**src/rtl/alu_exec_stage.sv**
```systemverilog
// Execute stage in front of the 8x8 register bank: operand read, single-cycle ALU
// or shift-add multiply, write-back through the bank write port, zero/carry flags.
module alu_exec_stage #(
   parameter int MUL_CYCLES = 8
) (
   input  logic       clk,
   input  logic       rst,
   input  logic       instr_valid,
   output logic       instr_ready,
   input  logic [3:0] instr_op,
   input  logic [2:0] instr_rd,
   input  logic [2:0] instr_rs1,
   input  logic [2:0] instr_rs2,
   input  logic [7:0] instr_imm,
   output logic [2:0] reg_addr_1,
   output logic [2:0] reg_addr_2,
   input  logic [7:0] reg_data_1,
   input  logic [7:0] reg_data_2,
   output logic       write_enable,
   output logic [2:0] write_addr,
   output logic [7:0] write_data,
   output logic       done,
   output logic       illegal,
   output logic       flag_z,
   output logic       flag_c
);

   localparam logic [1:0] S_IDLE = 2'd0;
   localparam logic [1:0] S_READ = 2'd1;
   localparam logic [1:0] S_EXEC = 2'd2;
   localparam logic [1:0] S_WB   = 2'd3;

   localparam logic [3:0] OP_ADD  = 4'd0;
   localparam logic [3:0] OP_SUB  = 4'd1;
   localparam logic [3:0] OP_AND  = 4'd2;
   localparam logic [3:0] OP_OR   = 4'd3;
   localparam logic [3:0] OP_XOR  = 4'd4;
   localparam logic [3:0] OP_SHL  = 4'd5;
   localparam logic [3:0] OP_SHR  = 4'd6;
   localparam logic [3:0] OP_MUL  = 4'd7;
   localparam logic [3:0] OP_ADDI = 4'd8;
   localparam logic [3:0] OP_LI   = 4'd9;

   localparam logic [3:0] CNT_LAST = 4'(MUL_CYCLES - 1);

   typedef struct packed {
      logic [3:0] op;
      logic [2:0] rd;
      logic [2:0] rs1;
      logic [2:0] rs2;
      logic [7:0] imm;
   } instr_t;

   logic [1:0] state;
   instr_t     ins;
   logic [7:0] opa, opb;
   logic [7:0] res;
   logic       res_c;
   logic [7:0] acc, mcand, mplier, acc_next;
   logic [3:0] cnt;
   logic [7:0] alu_res;
   logic       alu_c;
   logic [8:0] sum9;
   logic       legal, is_mul, run, in_wb;

   assign legal  = (ins.op <= OP_LI);
   assign is_mul = (ins.op == OP_MUL);
   // Outputs are forced low while rst is asserted so an abort never leaks a write.
   assign run    = !rst;
   assign in_wb  = run && (state == S_WB);

   assign instr_ready  = run && (state == S_IDLE);
   assign reg_addr_1   = (run && state != S_IDLE) ? ins.rs1 : 3'd0;
   assign reg_addr_2   = (run && state != S_IDLE) ? ins.rs2 : 3'd0;
   // Bank aliases address 0 onto X1, so rd=0 must never write.
   assign write_enable = in_wb && legal && (ins.rd != 3'd0);
   assign write_addr   = in_wb ? ins.rd : 3'd0;
   assign write_data   = in_wb ? res : 8'd0;
   assign done         = in_wb;
   assign illegal      = in_wb && !legal;

   assign acc_next = mplier[0] ? (acc + mcand) : acc;

   always_comb begin
      alu_res = 8'd0;
      alu_c   = 1'b0;
      sum9    = 9'd0;
      case (ins.op)
         OP_ADD: begin
            sum9    = {1'b0, opa} + {1'b0, opb};
            alu_res = sum9[7:0];
            alu_c   = sum9[8];
         end
         OP_SUB: begin
            alu_res = opa - opb;
            alu_c   = (opa < opb);
         end
         OP_AND:  alu_res = opa & opb;
         OP_OR:   alu_res = opa | opb;
         OP_XOR:  alu_res = opa ^ opb;
         OP_SHL:  alu_res = opa << opb[2:0];
         OP_SHR:  alu_res = opa >> opb[2:0];
         OP_ADDI: begin
            sum9    = {1'b0, opa} + {1'b0, ins.imm};
            alu_res = sum9[7:0];
            alu_c   = sum9[8];
         end
         OP_LI:   alu_res = ins.imm;
         default: ;
      endcase
   end

   always_ff @(posedge clk) begin
      if (rst) begin
         state  <= S_IDLE;
         ins    <= '0;
         opa    <= 8'd0;
         opb    <= 8'd0;
         res    <= 8'd0;
         res_c  <= 1'b0;
         acc    <= 8'd0;
         mcand  <= 8'd0;
         mplier <= 8'd0;
         cnt    <= 4'd0;
         flag_z <= 1'b0;
         flag_c <= 1'b0;
      end else begin
         case (state)
            S_IDLE: begin
               if (instr_valid) begin
                  ins   <= '{op: instr_op, rd: instr_rd, rs1: instr_rs1,
                             rs2: instr_rs2, imm: instr_imm};
                  state <= S_READ;
               end
            end
            S_READ: begin
               opa    <= reg_data_1;
               opb    <= reg_data_2;
               acc    <= 8'd0;
               mcand  <= reg_data_1;
               mplier <= reg_data_2;
               cnt    <= 4'd0;
               state  <= S_EXEC;
            end
            S_EXEC: begin
               if (is_mul) begin
                  // Only the low 8 bits of the product are kept, so bits
                  // shifted out of the multiplicand are simply dropped.
                  acc    <= acc_next;
                  mcand  <= mcand << 1;
                  mplier <= mplier >> 1;
                  cnt    <= cnt + 4'd1;
                  if (cnt == CNT_LAST) begin
                     res   <= acc_next;
                     res_c <= 1'b0;
                     state <= S_WB;
                  end
               end else begin
                  res   <= alu_res;
                  res_c <= alu_c;
                  state <= S_WB;
               end
            end
            default: begin
               if (write_enable) begin
                  flag_z <= (res == 8'd0);
                  flag_c <= res_c;
               end
               state <= S_IDLE;
            end
         endcase
      end
   end

endmodule

```
**config.mk**
```make
export PLATFORM = sky130hd
export DESIGN_NAME = alu_exec_stage
export DESIGN_NICKNAME = d
export VERILOG_FILES = /design/src/rtl/alu_exec_stage.sv
export SDC_FILE = /design/constraint.sdc
export NUM_CORES = 1
export LEC_CHECK = 0
export CORE_MARGIN = 2
export CORE_UTILIZATION = 58
export CTS_CLUSTER_SIZE = 16
export DETAILED_ROUTE_END_ITERATION = 6
export GPL_ROUTABILITY_DRIVEN = 0
export PLACE_DENSITY = 0.87
export SYNTH_ARGS = -nofsm -noshare
export SYNTH_HDL_FRONTEND = slang
export SYNTH_SLANG_ARGS = --single-unit
```
**constraint.sdc**
```tcl
create_clock -name clk -period 3.25 [get_ports clk]
set_input_delay 0.325 -clock clk [delete_from_list [all_inputs] [get_ports clk]]
set_output_delay 0.325 -clock clk [all_outputs]
set_load 0.1 [all_outputs]
```
==> impl_metrics.py <==
metrics = {
    "synth": {
        "synth.avg_cell_area_sq_um": 8.19,
        "synth_seq_cells": 78,
        "async_reset_ff_frac": 0,
        "synth_seq_area_share": 0.258,
        "synth_area_sq_um": 6060,
        "synthCells": 740,
        "yosysMostFrequentCell": "nor2_1",
        "ys_top_cells_by_area": "dfxtp_1 26%, ha_1 9.3%, mux2i_1 7.6%, nor2_1 5.0%, nand2_1 4.8%",
        "synth_cell_type_count": 77,
        "synth_edf_count": 0,
        "synth_largest_area_cell": "dfxtp_1",
        "synth_ff_type": "dfxtp_1",
        "synth.top_cell.area_share": 0.258,
        "yosysWarnings": 0,
        "synth_nets": 829,
        "yosys-top-cells-count": "80 x nor2_1, 78 x dfxtp_1, 78 x nand2_1",
    },
    "floorplan": {
        "placementRows": 37,
        "die_h_um": 106,
        "core_sq_um": 10200,
        "boundaryPins": 63,
        "die-area_sq_um": 11300,
        "start_util": 0.593,
        "die_width_um": 106,
    },
    "routing": {
        "num_vias": 6018,
        "wl_per_cell_um": 19.6,
        "drcViolationCount": 0,
        "drtIter0Drc": 769,
        "viasPerCell": 6.57,
        "wirelength_um": 18000,
        "dr.pass1.iters": 6,
        "ant_nets": 0,
    },
    "clock_tree": {
        "clk_latency_ns": 0.37,
        "numCtsBuffers": 9,
        "post-cts-setup-buffer-count": 0,
        "cts_hold_buf": 0,
        "clkSlewWorstSetupHoldPaths_ns": 0.08,
        "root_buffer": "clkbuf_8",
        "htreeDepth": 3,
        "cts_sinks": 78,
        "clk_path_buf_depth": 2,
        "ctsResizeCount": 0,
        "cts_tree": "yes",
    },
    "flow_run": {
        "max_cap_viol_count": 0,
    },
    "placement": {
        "place_area_sq_um": 6630,
        "detailed_place_hpwl_um": 13000,
        "post-place-ws_ns": 0.726,
        "port_buffers": 62,
    },
    "global_routing": {
        "grt-ovfl-total": 0,
        "grt_pass1_vias": 5639,
        "grt_pass1_wl_um": 28100,
        "antenna_found_initial": 0,
        "grt_max_degree": 82,
        "grt_usage": 0.314,
    },
    "worst_setup_path": {
        "path_max_fanout": 13,
        "cp_cell_sequence": "ha_1 > nor2b_1 > o311ai_0 > inv_1 > buf_12",
        "endpoint_kind": "output port",
        "slowest_stage": "nor2b_1",
        "crit_type": "flip-flop to output port",
        "startpoint_type": "flip-flop",
        "critPathArrivalTime_ns": 2.47,
        "slowest_delay_ns": 0.65,
        "required_ns": 2.92,
    },
    "power": {
        "powerDensity_nw_per_um2": 738,
        "total_power_w": 0.00506,
        "vdd_drop_max_uv": 439,
        "leakage_nw": 2.54,
    },
    "layout": {
        "fin_nets": 864,
        "area_growth_pct": 13.0,
        "fillCellCount": 832,
        "utilization": 0.670,
        "drive_gt1_frac": 0.0974,
        "fin_area_sq_um": 6850,
        "diodes": 0,
    },
    "sta": {
        "slew-limit-headroom": 0.348,
        "hold_violations": 0,
        "setup_slack_ns": 0.458,
        "skew_ns": 0.0129,
        "fmax_mhz": 358,
        "period_needed_ns": 2.79,
        "setup_viol": 0,
        "final.period_utilization": 0.859,
        "worst_pin_slew_ns": 0.975,
        "maxSlewViolCount": 0,
        "rsz0062_at_grt": "no",
        "finalSetupTns_ns": 0,
    },
    "status": {
        "status": "complete, no violations",
    },
    "worst_hold_path": {
        "hp-class": "flip-flop to flip-flop",
    },
}
## flip-flops by register name, summed over array words and instances, names as in the netlist
signal / count
res_c: 1
state: 2
acc: 8
flag_c: 1
mplier: 8
cnt: 4
flag_z: 1
mcand: 8
opa: 8
res: 8
opb: 8
ins: 21
## layer usage
layer	vias up	wire, um	track usage
met5	-	0	0
met2	390	8070	0.495
li1	2767	-	-
met1	2780	7060	0.402
met3	81	1830	0.0619
met4	0	1030	0.173
## worst max-delay path: cells and delay by family (launching register included)
| kind | cells | cell delay (ns) |
|---|---|---|
| AOI/OAI and AO/OA | 1 | 0.40 |
| adders and majority gates | 1 | 0.21 |
| buffers and inverters | 2 | 0.44 |
| DFF | 1 | 0.40 |
| and+or+nand+nor | 1 | 0.65 |
## worst paths after layout
kind	from	endpoint	slack (ns)	cells after the start
min	ins[12]$_SDFFE_PP0P_	ins[12]$_SDFFE_PP0P_	0.45	2
max reg2reg	opb[2]$_SDFFE_PP0P_	res[6]$_SDFFE_PP0P_	0.61	8
max	state[0]$_SDFFE_PP0P_	write_enable	0.46	5
min reg2reg	ins[12]$_SDFFE_PP0P_	ins[12]$_SDFFE_PP0P_	0.45	2
## final cells by class
class / count / area (sq um) / area share
Clock inverter: 7 / 98.8 / 0.0144
Timing Repair Buffer: 75 / 673 / 0.0982
Sequential cell: 78 / 1560 / 0.228
Tap cell: 136 / 170 / 0.0248
Multi-Input combinational cell: 582 / 4120 / 0.601
Clock buffer: 9 / 124 / 0.0181
Inverter: 29 / 109 / 0.0159
## cells in the final DEF, fill, tap and decap left out, types with 5 or more instances in the layout
cell	count
a32oi_1	10
nand2b_1	11
o22ai_1	6
mux2i_1	46
a311oi_1	6
buf_4	33
o311ai_0	5
a31oi_1	8
clkbuf_8	9
a21oi_1	51
nand3_1	17
clkdlybuf4s50_1	40
o211ai_1	8
and2_1	20
inv_1	28
a211oi_1	24
nand2_1	78
ha_1	45
nor3_1	10
nand4_1	7
o21bai_1	9
o21ai_0	25
nor2_1	80
dfxtp_1	78
nor2b_1	14
mux4_2	8
nor4_1	5
## through the flow
stage,hold WS (ns),std cells
final,0.452,916
after global routing,0.484,916
after CTS,0.455,916
after detailed placement,0.444,900
after global placement,0.437,900
after floorplan,0.432,740
## report_power, final
part / switching [W] / leakage [nW] / internal [W]
combinational: 0.00162 / 1.79 / 0.00104
clock: 0.000393 / 0.109 / 0.000435
sequential: 0.000370 / 0.637 / 0.00120
total: 0.00239 / 2.54 / 0.00267
## cell families after synthesis
group           after synthesis  share of synthesized area
mux                          58                      0.113
fa+ha+maj                    49                      0.106
simple gates                270                      0.226
flops                        78                      0.258
xor+xnor                      8                     0.0116
buf+inv                      80                     0.0642
compound gates              197                      0.222
(Power assumes the default switching activity.)
